File: config.mk
export PLATFORM = sky130hd
export DESIGN_NAME = core_test_ctrl_flat
export DESIGN_NICKNAME = d
export VERILOG_FILES = /design/src/rtl/core_test_ctrl_if.sv /design/src/rtl/core_test_ctrl.sv /design/src/flat_wrapper.sv
export SDC_FILE = /design/constraint.sdc
export NUM_CORES = 1
export LEC_CHECK = 0
export BUFFER_PORTS_ARGS = -buffer_cell sky130_fd_sc_hd__clkbuf_2
export CORE_ASPECT_RATIO = 1.2
export CORE_MARGIN = 5
export CORE_UTILIZATION = 54
export CTS_CLUSTER_DIAMETER = 100
export DETAILED_ROUTE_END_ITERATION = 12
export PLACE_DENSITY = 0.94
export SETUP_SLACK_MARGIN = 0.02
export SLEW_MARGIN = 20
export SYNTH_ARGS = -nofsm -noshare
export SYNTH_HDL_FRONTEND = slang
export SYNTH_SLANG_ARGS = --single-unit
File: constraint.sdc
create_clock -name clk -period 3.2 [get_ports clk]
set_clock_uncertainty 0.1 [all_clocks]
set_input_delay 0.48 -clock clk [delete_from_list [all_inputs] [get_ports clk]]
set_output_delay 0.48 -clock clk [all_outputs]
set_load 0.02 [all_outputs]
File: src/rtl/core_test_ctrl_if.sv
//------------------------------------------------------------------------------
// Module      : core_test_ctrl_if
// Description : Core-facing bus between an RV32I core bench and core_test_ctrl.
// Revision    : 1.0 - initial release
//------------------------------------------------------------------------------
`default_nettype none

interface core_test_ctrl_if #(
    parameter int XLEN = 32
) ();
    logic            retire;
    logic            mem_we;
    logic [XLEN-1:0] mem_addr;
    logic [XLEN-1:0] mem_wdata;
    logic            core_rst;
    logic            done;
    logic            pass;
    logic            timeout;
    logic [XLEN-1:0] fail_code;
    logic [31:0]     cycle_cnt;
    logic [31:0]     instret;

    // Core side: drives retire/store strobes, receives reset and status.
    modport master (
        output retire, mem_we, mem_addr, mem_wdata,
        input  core_rst, done, pass, timeout, fail_code, cycle_cnt, instret
    );

    // Controller side.
    modport slave (
        input  retire, mem_we, mem_addr, mem_wdata,
        output core_rst, done, pass, timeout, fail_code, cycle_cnt, instret
    );
endinterface

`default_nettype wire

File: src/rtl/core_test_ctrl.sv
//------------------------------------------------------------------------------
// Module      : core_test_ctrl
// Description : Core reset sequencer, cycle/instret counters and tohost-based
//               end-of-test detection with pass / fail / timeout flags.
// Revision    : 1.0 - initial release
//------------------------------------------------------------------------------
`default_nettype none

module core_test_ctrl #(
    parameter int unsigned     XLEN        = 32,
    parameter int unsigned     RST_CYCLES  = 3,
    parameter int unsigned     MAX_CYCLES  = 1000,
    parameter logic [XLEN-1:0] TOHOST_ADDR = 'h0000_0100
) (
    input  wire              clk,
    input  wire              rst,
    core_test_ctrl_if.slave  bus
);

    localparam int            c_RCW      = (RST_CYCLES > 1) ? $clog2(RST_CYCLES) : 1;
    localparam logic [c_RCW-1:0] c_RST_LAST = c_RCW'(RST_CYCLES - 1);
    localparam logic [31:0]   c_CYC_LAST = 32'(MAX_CYCLES - 1);

    localparam logic [2:0] c_S_RESET   = 3'd0;
    localparam logic [2:0] c_S_RUN     = 3'd1;
    localparam logic [2:0] c_S_PASS    = 3'd2;
    localparam logic [2:0] c_S_FAIL    = 3'd3;
    localparam logic [2:0] c_S_TIMEOUT = 3'd4;

    logic [2:0]       r_state;
    logic [2:0]       w_state_nxt;
    logic [c_RCW-1:0] r_rst_cnt;
    logic [31:0]      r_cycle_cnt;
    logic [31:0]      r_instret;
    logic [XLEN-1:0]  r_fail_code;
    logic             r_core_rst;
    logic             r_done;
    logic             r_pass;
    logic             r_timeout;

    logic w_core_rst;
    logic w_done;
    logic w_pass;
    logic w_timeout;
    logic w_hit;
    logic w_hit_pass;
    logic w_budget_end;

    // A zero store to tohost is a no-op so the core's own init code can't end the test.
    assign w_hit        = bus.mem_we && (bus.mem_addr == TOHOST_ADDR) && (bus.mem_wdata != '0);
    assign w_hit_pass   = (bus.mem_wdata == XLEN'(1));
    assign w_budget_end = (r_cycle_cnt == c_CYC_LAST);

    // State register plus counters and registered outputs.
    always_ff @(posedge clk) begin
        if (rst) begin
            r_state     <= c_S_RESET;
            r_rst_cnt   <= '0;
            r_cycle_cnt <= '0;
            r_instret   <= '0;
            r_fail_code <= '0;
            r_core_rst  <= 1'b1;
            r_done      <= 1'b0;
            r_pass      <= 1'b0;
            r_timeout   <= 1'b0;
        end else begin
            r_state    <= w_state_nxt;
            r_core_rst <= w_core_rst;
            r_done     <= w_done;
            r_pass     <= w_pass;
            r_timeout  <= w_timeout;
            if ((r_state == c_S_RESET) && (r_rst_cnt != c_RST_LAST)) begin
                r_rst_cnt <= r_rst_cnt + 1'b1;
            end
            if (r_state == c_S_RUN) begin
                r_cycle_cnt <= r_cycle_cnt + 32'd1;
                r_instret   <= r_instret + 32'(bus.retire);
                if (w_hit && !w_hit_pass) begin
                    r_fail_code <= bus.mem_wdata >> 1;
                end
            end
        end
    end

    always_comb begin
        w_state_nxt = r_state;
        case (r_state)
            c_S_RESET: begin
                if (r_rst_cnt == c_RST_LAST) begin
                    w_state_nxt = c_S_RUN;
                end
            end
            c_S_RUN: begin
                // A hit on the budget's last edge still reports pass/fail.
                if (w_hit) begin
                    w_state_nxt = w_hit_pass ? c_S_PASS : c_S_FAIL;
                end else if (w_budget_end) begin
                    w_state_nxt = c_S_TIMEOUT;
                end
            end
            c_S_PASS, c_S_FAIL, c_S_TIMEOUT: w_state_nxt = r_state;
            default:                         w_state_nxt = c_S_RESET;
        endcase
    end

    // Decoded from the next state so the flags land in flops on the same edge.
    always_comb begin
        w_core_rst = (w_state_nxt != c_S_RUN);
        w_done     = (w_state_nxt == c_S_PASS) || (w_state_nxt == c_S_FAIL) ||
                     (w_state_nxt == c_S_TIMEOUT);
        w_pass     = (w_state_nxt == c_S_PASS);
        w_timeout  = (w_state_nxt == c_S_TIMEOUT);
    end

    assign bus.core_rst  = r_core_rst;
    assign bus.done      = r_done;
    assign bus.pass      = r_pass;
    assign bus.timeout   = r_timeout;
    assign bus.fail_code = r_fail_code;
    assign bus.cycle_cnt = r_cycle_cnt;
    assign bus.instret   = r_instret;

endmodule

`default_nettype wire

File: src/flat_wrapper.sv
// flat-port wrapper written by rule: the top's interface ports become plain ports
module core_test_ctrl_flat 
#(
    parameter int unsigned     XLEN        = 32,
    parameter int unsigned     RST_CYCLES  = 3,
    parameter int unsigned     MAX_CYCLES  = 1000,
    parameter logic [XLEN-1:0] TOHOST_ADDR = 'h0000_0100
)
  (clk, rst, bus_retire, bus_mem_we, bus_mem_addr, bus_mem_wdata, bus_core_rst, bus_done, bus_pass, bus_timeout, bus_fail_code, bus_cycle_cnt, bus_instret);
  core_test_ctrl_if #(.XLEN(XLEN)) bus_i ();
  input  wire clk;
  input  wire rst;
  input wire logic [$bits(bus_i.retire)-1:0] bus_retire;
  input wire logic [$bits(bus_i.mem_we)-1:0] bus_mem_we;
  input wire logic [$bits(bus_i.mem_addr)-1:0] bus_mem_addr;
  input wire logic [$bits(bus_i.mem_wdata)-1:0] bus_mem_wdata;
  output wire logic [$bits(bus_i.core_rst)-1:0] bus_core_rst;
  output wire logic [$bits(bus_i.done)-1:0] bus_done;
  output wire logic [$bits(bus_i.pass)-1:0] bus_pass;
  output wire logic [$bits(bus_i.timeout)-1:0] bus_timeout;
  output wire logic [$bits(bus_i.fail_code)-1:0] bus_fail_code;
  output wire logic [$bits(bus_i.cycle_cnt)-1:0] bus_cycle_cnt;
  output wire logic [$bits(bus_i.instret)-1:0] bus_instret;
  assign bus_i.retire = bus_retire;
  assign bus_i.mem_we = bus_mem_we;
  assign bus_i.mem_addr = bus_mem_addr;
  assign bus_i.mem_wdata = bus_mem_wdata;
  assign bus_core_rst = bus_i.core_rst;
  assign bus_done = bus_i.done;
  assign bus_pass = bus_i.pass;
  assign bus_timeout = bus_i.timeout;
  assign bus_fail_code = bus_i.fail_code;
  assign bus_cycle_cnt = bus_i.cycle_cnt;
  assign bus_instret = bus_i.instret;
  core_test_ctrl #(.XLEN(XLEN), .RST_CYCLES(RST_CYCLES), .MAX_CYCLES(MAX_CYCLES), .TOHOST_ADDR(TOHOST_ADDR)) u_core (.clk(clk), .rst(rst), .bus(bus_i));
endmodule
==> impl_metrics.csv, run 1 <==
group,metric,value,unit
worst_setup_path,r2r_end,"u_core.bus.cycle_cnt[28]",
placement,dp_hpwl,9.79,mm
floorplan,die_x,95.5,microns
worst_setup_path,r2r_cells,5,
clock_tree,post_cts_resized,0,
global_route,antenna_found_initial,0,
synthesis,async_flop_share,0,%
worst_setup_path,startpoint_type,"flip-flop",
clock_tree,cts.sinks,104,
floorplan,die-area,10700,sq um
synthesis,netlist_instances,569,
clock_tree,cts_tree,"built",
worst_setup_path,cp_top_family,"simple AND/OR/NAND/NOR gates",
finish,final_nets,793,
global_route,grt_pass1_wl,21.7,mm
synthesis,synth-adder-area-share,1.06,%
timing,fmax,0.408,GHz
synthesis,synth-simple-area-share,30.7,%
synthesis,ys_seq_elements,104,
worst_setup_path,slowest_stage,"dfxtp_1",
worst_setup_path,reg2reg_setup_slack,0.75,ns
placement,portBuffers,166,
synthesis,avgSynthCellArea,8.32,sq um
timing,setup_ws,0.748,ns
worst_setup_path,r2r_start,"u_core.r_state[0]",
clock_tree,path_clk_slew,0.10,ns
finish,diodes,0,
timing,worst_pin_slew,1.08,ns
clock_tree,cts_setup_buffers,0,
drt,drt-total-wl,13.3,mm
timing,slew_headroom,27.7,%
synthesis,synth_compound_area_share,12.4,%
run,maxCapViolations,0,
worst_hold_path,hold-path-endpoint,"u_core.bus.fail_code[11]",
synthesis,synthXorXnorAreaFrac,7.59,%
placement,dp_worst_setup_slack,0.608,ns
clock_tree,clk_latency,0.37,ns
synthesis,synthMuxAreaShare,0.714,%
placement,place_congestion,0.897,
worst_setup_path,path_buf_inv,0,
worst_setup_path,crit_path_max_fanout,15,
pwr,peakVddDrop,291,uV
synthesis,synth_edf_count,0,
drt,drtAntennaViolNets,0,
drt,wl_per_cell,15.8,microns
timing,fin_crit_sh,76.6,%
timing,whs,0.252,ns
drt,drc,0,
global_route,grt_start_max_net_pins,60,
clock_tree,cts_root_buf,"clkbuf_8",
worst_setup_path,crit_type,"reg -> reg",
global_route,grt_usage,24.8,%
global_route,grt_overflow,0,
pwr,p_leak,2.38,nW
floorplan,row_count,37,
pwr,power_density,445,nW/um^2
worst_hold_path,hold_start,"bus_mem_wdata[12]",
worst_hold_path,holdPathStages,3,
clock_tree,clockBufferDepth,2,
drt,viasPerCell,5.89,
worst_setup_path,worst_path_largest_cell_delay,0.58,ns
synthesis,syn_area,4730,sq um
worst_setup_path,path_cells,"or3b_1 -> nor2_2 -> nand3_1 -> or4_1 -> o21ai_0",
run_status,status,"completed",
finish,drive_above_1_share,28.4,%
timing,setup_viol,0,
timing,min_period,2.45,ns
clock_tree,postCtsHoldBufs,0,
drt,first_pass_iters,5,
timing,rsz0062_at_grt,"no",
drt,route.vias.total,4966,
global_route,grt_pass1_vias,4682,
worst_hold_path,hp-class,"in -> reg",
synthesis,yosysWarnings,0,
synthesis,seq_area_frac_synth,44.0,%
timing,setup_tns,0,ns
worst_setup_path,worstPathArrival,2.64,ns
drt,dr.first_iter.drc_count,327,
timing,slew_violations,0,
worst_setup_path,critPathCaptureType,"flip-flop",
worst_setup_path,critPathRequiredTime,3.39,ns
timing,report.final.hold_viol_count,0,
floorplan,die_h,113,microns
floorplan,ios,168,
synthesis,ys.flop_type,"dfxtp_1",
synthesis,syn_nets,641,
synthesis,synth_top_family_by_area,"simple AND/OR/NAND/NOR gates",
clock_tree,numCtsBuffers,9,
floorplan,core-area,8560,sq um
pwr,total_power,2.62,mW
synthesis,synth_cell_types,49,
finish,area_growth,24.5,%
finish,final_util,68.8,%
clock_tree,clock_tree.htree_level_count,3,
floorplan,start_util,55.3,%
-- cell usage after synthesis (4+ instances only) --
cell type	count	share of area [%]
a21oi_1	47	5.0
and3_1	8	1.1
and4_1	5	0.93
clkbuf_1	30	2.4
dfxtp_1	104	44
ha_1	4	1.1
inv_1	10	0.79
nand2_1	37	2.9
nand2b_1	6	0.79
nand3_1	53	5.6
nand4_1	19	2.5
nor2_1	58	4.6
nor2b_1	6	0.79
nor3_1	9	0.95
nor4_1	22	2.9
o21ai_0	38	4.0
o21ai_1	6	0.63
o31ai_1	5	0.79
or2_2	4	0.53
or3_1	7	0.93
or4_1	14	2.2
xnor2_1	14	2.6
xor2_1	27	5.0
-- state kept, by name (all words and copies together) (netlist names) --
register	cells
u_core.bus.timeout	1
u_core.bus.core_rst	1
u_core.bus.pass	1
u_core.bus.done	1
u_core.r_rst_cnt	2
u_core.bus.fail_code	31
u_core.r_state	3
u_core.bus.instret	32
u_core.bus.cycle_cnt	32
-- how the worst max path moves through the flow --
stage / depth (start not counted) / start / end
global placement: 7 / bus_mem_addr[1] / u_core.bus.fail_code[20]
finish: 5 / u_core.r_state[0] / u_core.bus.cycle_cnt[28]
floorplan: 7 / bus_mem_addr[1] / u_core.bus.fail_code[0]
global route: 5 / u_core.r_state[0] / u_core.bus.cycle_cnt[28]
CTS: 5 / u_core.r_state[0] / u_core.bus.cycle_cnt[19]
detailed placement: 7 / bus_mem_addr[4] / u_core.bus.fail_code[11]
-- tightest hold or removal path: stages --
cell and delay, ns:
clkbuf_2 0.09, nand3_1 0.06, a21oi_1 0.06
-- cell type report --
class	instances	area, sq um
clock buffers	10	128
clock inverters	6	115
fillers	658	2670
inverters	10	37.5
multi-input cells	423	2500
flip-flops and latches	104	2080
well taps	117	146
repair buffers	173	886
-- cells in the final DEF (no fill, tap or decap), types with 10 or more instances in the layout --
| cell type | netlist | routed |
|---|---|---|
| nand3_1 | 53 | 53 |
| clkbuf_2 | 0 | 165 |
| o21ai_0 | 38 | 38 |
| dfxtp_1 | 104 | 104 |
| inv_1 | 10 | 10 |
| nor2_1 | 58 | 58 |
| nand2_1 | 37 | 37 |
| nand4_1 | 19 | 19 |
| or4_1 | 14 | 14 |
| a21oi_1 | 47 | 47 |
| nor4_1 | 22 | 22 |
| xnor2_1 | 14 | 14 |
| xor2_1 | 27 | 27 |
-- routing by layer --
layer	GRT usage, %	vias to the layer above	routed length (microns)
met1	28.6	2311	5040
li1	-	2345	-
met2	43.0	277	6800
met5	0	-	0
met4	13.2	0	411
met3	4.22	33	1060
-- per-stage QoR --
step / area [sq um] / cells
after floorplan: 4730 / 569
after CTS: 5890 / 843
after global routing: 5890 / 843
after global placement: 5650 / 827
after detailed placement: 5650 / 827
final: 5890 / 843
-- report_power, final --
part           internal, mW  leakage [nW]  switching [mW]
Combinational         0.110          1.42           0.196
Clock                 0.524         0.117           0.447
Sequential             1.32         0.838          0.0286
Total                  1.95          2.38           0.672
-- kinds of logic after synthesis --
group / Yosys count
mux: 3
simple gates: 266
xor+xnor: 41
buf+inv: 42
compound gates: 108
other cells: 1
fa+ha+maj: 4
flops: 104
Note: power is estimated with default switching activity, not from simulation.
==> run 2, diff against run 1 <==
--- a/config.mk
+++ b/config.mk
@@ -8,10 +8,10 @@
 export BUFFER_PORTS_ARGS = -buffer_cell sky130_fd_sc_hd__clkbuf_2
 export CORE_ASPECT_RATIO = 1.2
 export CORE_MARGIN = 5
-export CORE_UTILIZATION = 54
+export CORE_UTILIZATION = 45
 export CTS_CLUSTER_DIAMETER = 100
 export DETAILED_ROUTE_END_ITERATION = 12
-export PLACE_DENSITY = 0.94
+export PLACE_DENSITY = 0.84
 export SETUP_SLACK_MARGIN = 0.02
 export SLEW_MARGIN = 20
 export SYNTH_ARGS = -nofsm -noshare
==> constraint.sdc (replaced) <==
create_clock -name clk -period 2 [get_ports clk]
set_clock_uncertainty 0.1 [all_clocks]
set_input_delay 0.3 -clock clk [delete_from_list [all_inputs] [get_ports clk]]
set_output_delay 0.3 -clock clk [all_outputs]
set_load 0.02 [all_outputs]
==> run 2 against run 1 <==
The flow now finishes with violations (setup timing). Worst setup slack worse by 0.85 ns. Die area rose by 18%. Sequential power rose by 59%. Total power up 66%. First-iteration DRC count increased by 0.31%. Hold slack lost 0.14 ns. Sequential share of layout area shrank 2.7 points. Critical path type unchanged. Critical endpoint is now u_core.r_state[0]. Largest cell class unchanged. Highest routed layer unchanged.
==> impl_metrics.csv, run 2 (same netlist as run 1, synthesis figures left out) <==
group,metric,value,unit
drt,first_pass_iters,5,
floorplan,die-area,12700,sq um
timing,setup_ws,-0.104,ns
finish,stdcell_count,903,
pwr,p_leak,2.69,nW
timing,setup_viol,4,
worst_hold_path,hold_start,"bus_mem_wdata[15]",
worst_setup_path,slowest_stage,"or4_4",
global_route,grt_start_max_net_pins,67,
timing,fmax,0.475,GHz
worst_setup_path,startpoint_type,"flip-flop",
worst_setup_path,path_cells,"or4_4 -> or4_4 -> or4_4 -> o211ai_1 -> a21oi_1",
worst_setup_path,crit_path_max_fanout,2,
finish,nFillCells,856,
finish,final_cell_mix,"clkbuf_2, dfxtp_1, nor2_1",
global_route,antenna_found_initial,0,
worst_setup_path,crit_type,"reg -> reg",
drt,drt-total-wl,14.0,mm
drt,drc,0,
pwr,peakVddDrop,485,uV
pwr,pwr-share-comb,13.6,%
placement,numPlacedInstances,881,
worst_setup_path,crit_path_frequent_cell,"or4_4",
worst_setup_path,critPathRequiredTime,2.12,ns
worst_setup_path,critPathCaptureType,"flip-flop",
worst_setup_path,crit_start,"u_core.bus.cycle_cnt[23]",
drt,wl_per_cell,15.5,microns
floorplan,die_h,122,microns
floorplan,die_x,104,microns
finish,drive_above_1_share,38.0,%
global_route,grt_pass1_vias,4863,
finish,area_growth,37.0,%
run,maxCapViolations,0,
run_status,status,"finished, violations left",
clock_tree,clockBufferDepth,2,
finish,final_nets,842,
worst_setup_path,path_buf_inv,0,
clock_tree,clock_tree.htree_level_count,3,
placement,portBuffers,166,
timing,report.final.hold_viol_count,0,
clock_tree,cts.sinks,104,
worst_setup_path,worstPathArrival,2.23,ns
placement,dp_hpwl,10.4,mm
clock_tree,numCtsBuffers,9,
drt,dr.first_iter.drc_count,328,
placement,dp_worst_setup_slack,-0.185,ns
clock_tree,path_clk_slew,0.07,ns
pwr,p_sw,1.13,mW
pwr,netSwitchingFraction,26.0,%
floorplan,core-area,10400,sq um
worst_hold_path,hp-class,"in -> reg",
placement,place_congestion,0.856,
floorplan,ios,168,
worst_setup_path,cp_top_family,"simple AND/OR/NAND/NOR gates",
pwr,power_density,673,nW/um^2
clock_tree,cts_root_buf,"clkbuf_16",
drt,route.vias.total,4984,
clock_tree,cts_tree,"built",
worst_setup_path,worst_path_largest_cell_delay,0.52,ns
timing,slew_headroom,57.1,%
timing,slew_violations,0,
timing,min_period,2.10,ns
timing,whs,0.112,ns
worst_setup_path,r2r_start,"u_core.bus.cycle_cnt[23]",
pwr,seqPwrFrac,49.0,%
finish,final_util,62.2,%
timing,rsz0062_at_grt,"yes",
run_status,violations,"setup timing",
timing,worst_pin_slew,0.644,ns
finish,diodes,0,
global_route,grt_pass1_wl,22.6,mm
drt,viasPerCell,5.52,
clock_tree,clk_latency,0.34,ns
pwr,intPower,3.23,mW
global_route,grt_usage,21.3,%
global_route,grt_overflow,0,
drt,drtAntennaViolNets,0,
pwr,total_power,4.36,mW
finish,final_common_cell,"clkbuf_2",
pwr,p_clk_share,37.3,%
floorplan,row_count,41,
timing,fin_crit_sh,105,%
floorplan,start_util,45.4,%
clock_tree,postCtsHoldBufs,0,
-- run 2: what timing repair did --
item,4_1_cts,5_1_grt
endpoints found under the setup margin,6,28
buffers inserted,0,7
pin swaps,4,8
gates resized for setup,2,25
endpoints found under the hold margin,0,0
-- run 2: worst paths after layout --
path | slack (ns) | to | cells after the start
min | 0.11 | u_core.bus.fail_code[14] | 3
max reg2reg | -0.10 | u_core.r_state[0] | 5
min reg2reg | 0.37 | u_core.bus.instret[0] | 2
max | -0.10 | u_core.r_state[0] | 5
-- run 2: layout make-up --
class	count	area, sq um	share of cell area (%)
clock buffers	11	243	3.74
clock inverters	4	30.0	0.463
inverters	10	37.5	0.579
multi-input cells	423	2610	40.3
flip-flops and latches	104	2120	32.6
well taps	129	161	2.49
repair buffers	222	1280	19.8
-- run 2: power groups by stage --
stage,registers (mW),logic [mW],clock network (mW)
2_1_floorplan,2.21,0.300,0
3_3_place_gp,2.18,0.561,0
3_5_place_dp,2.19,0.583,0
4_1_cts,2.14,0.585,1.68
5_1_grt,2.14,0.648,1.78
6_report,2.14,0.594,1.63
-- run 2: metal layers --
metal / track usage, % / part of all wire (%) / up-vias / wire (microns)
met5: 0 / 0 / - / 0
met1: 24.2 / 39 / 2341 / 5480
met3: 4.47 / 5.6 / 29 / 782
li1: - / - / 2443 / -
met2: 38.2 / 53 / 171 / 7380
met4: 9.52 / 2.7 / 0 / 376
-- run 2: tightest hold or removal path, cell delays in order --
cell and delay, ns:
clkbuf_2 0.09, nand3_1 0.06, a21oi_1 0.06
-- run 2: metrics by stage --
stage / instance area (sq um) / TNS, ns
after floorplan: 4780 / -0.485
after global placement: 6050 / -4.31
after detailed placement: 6050 / -5.70
after CTS: 6330 / -0.693
after global routing: 6480 / -0.822
final: 6480 / -0.285
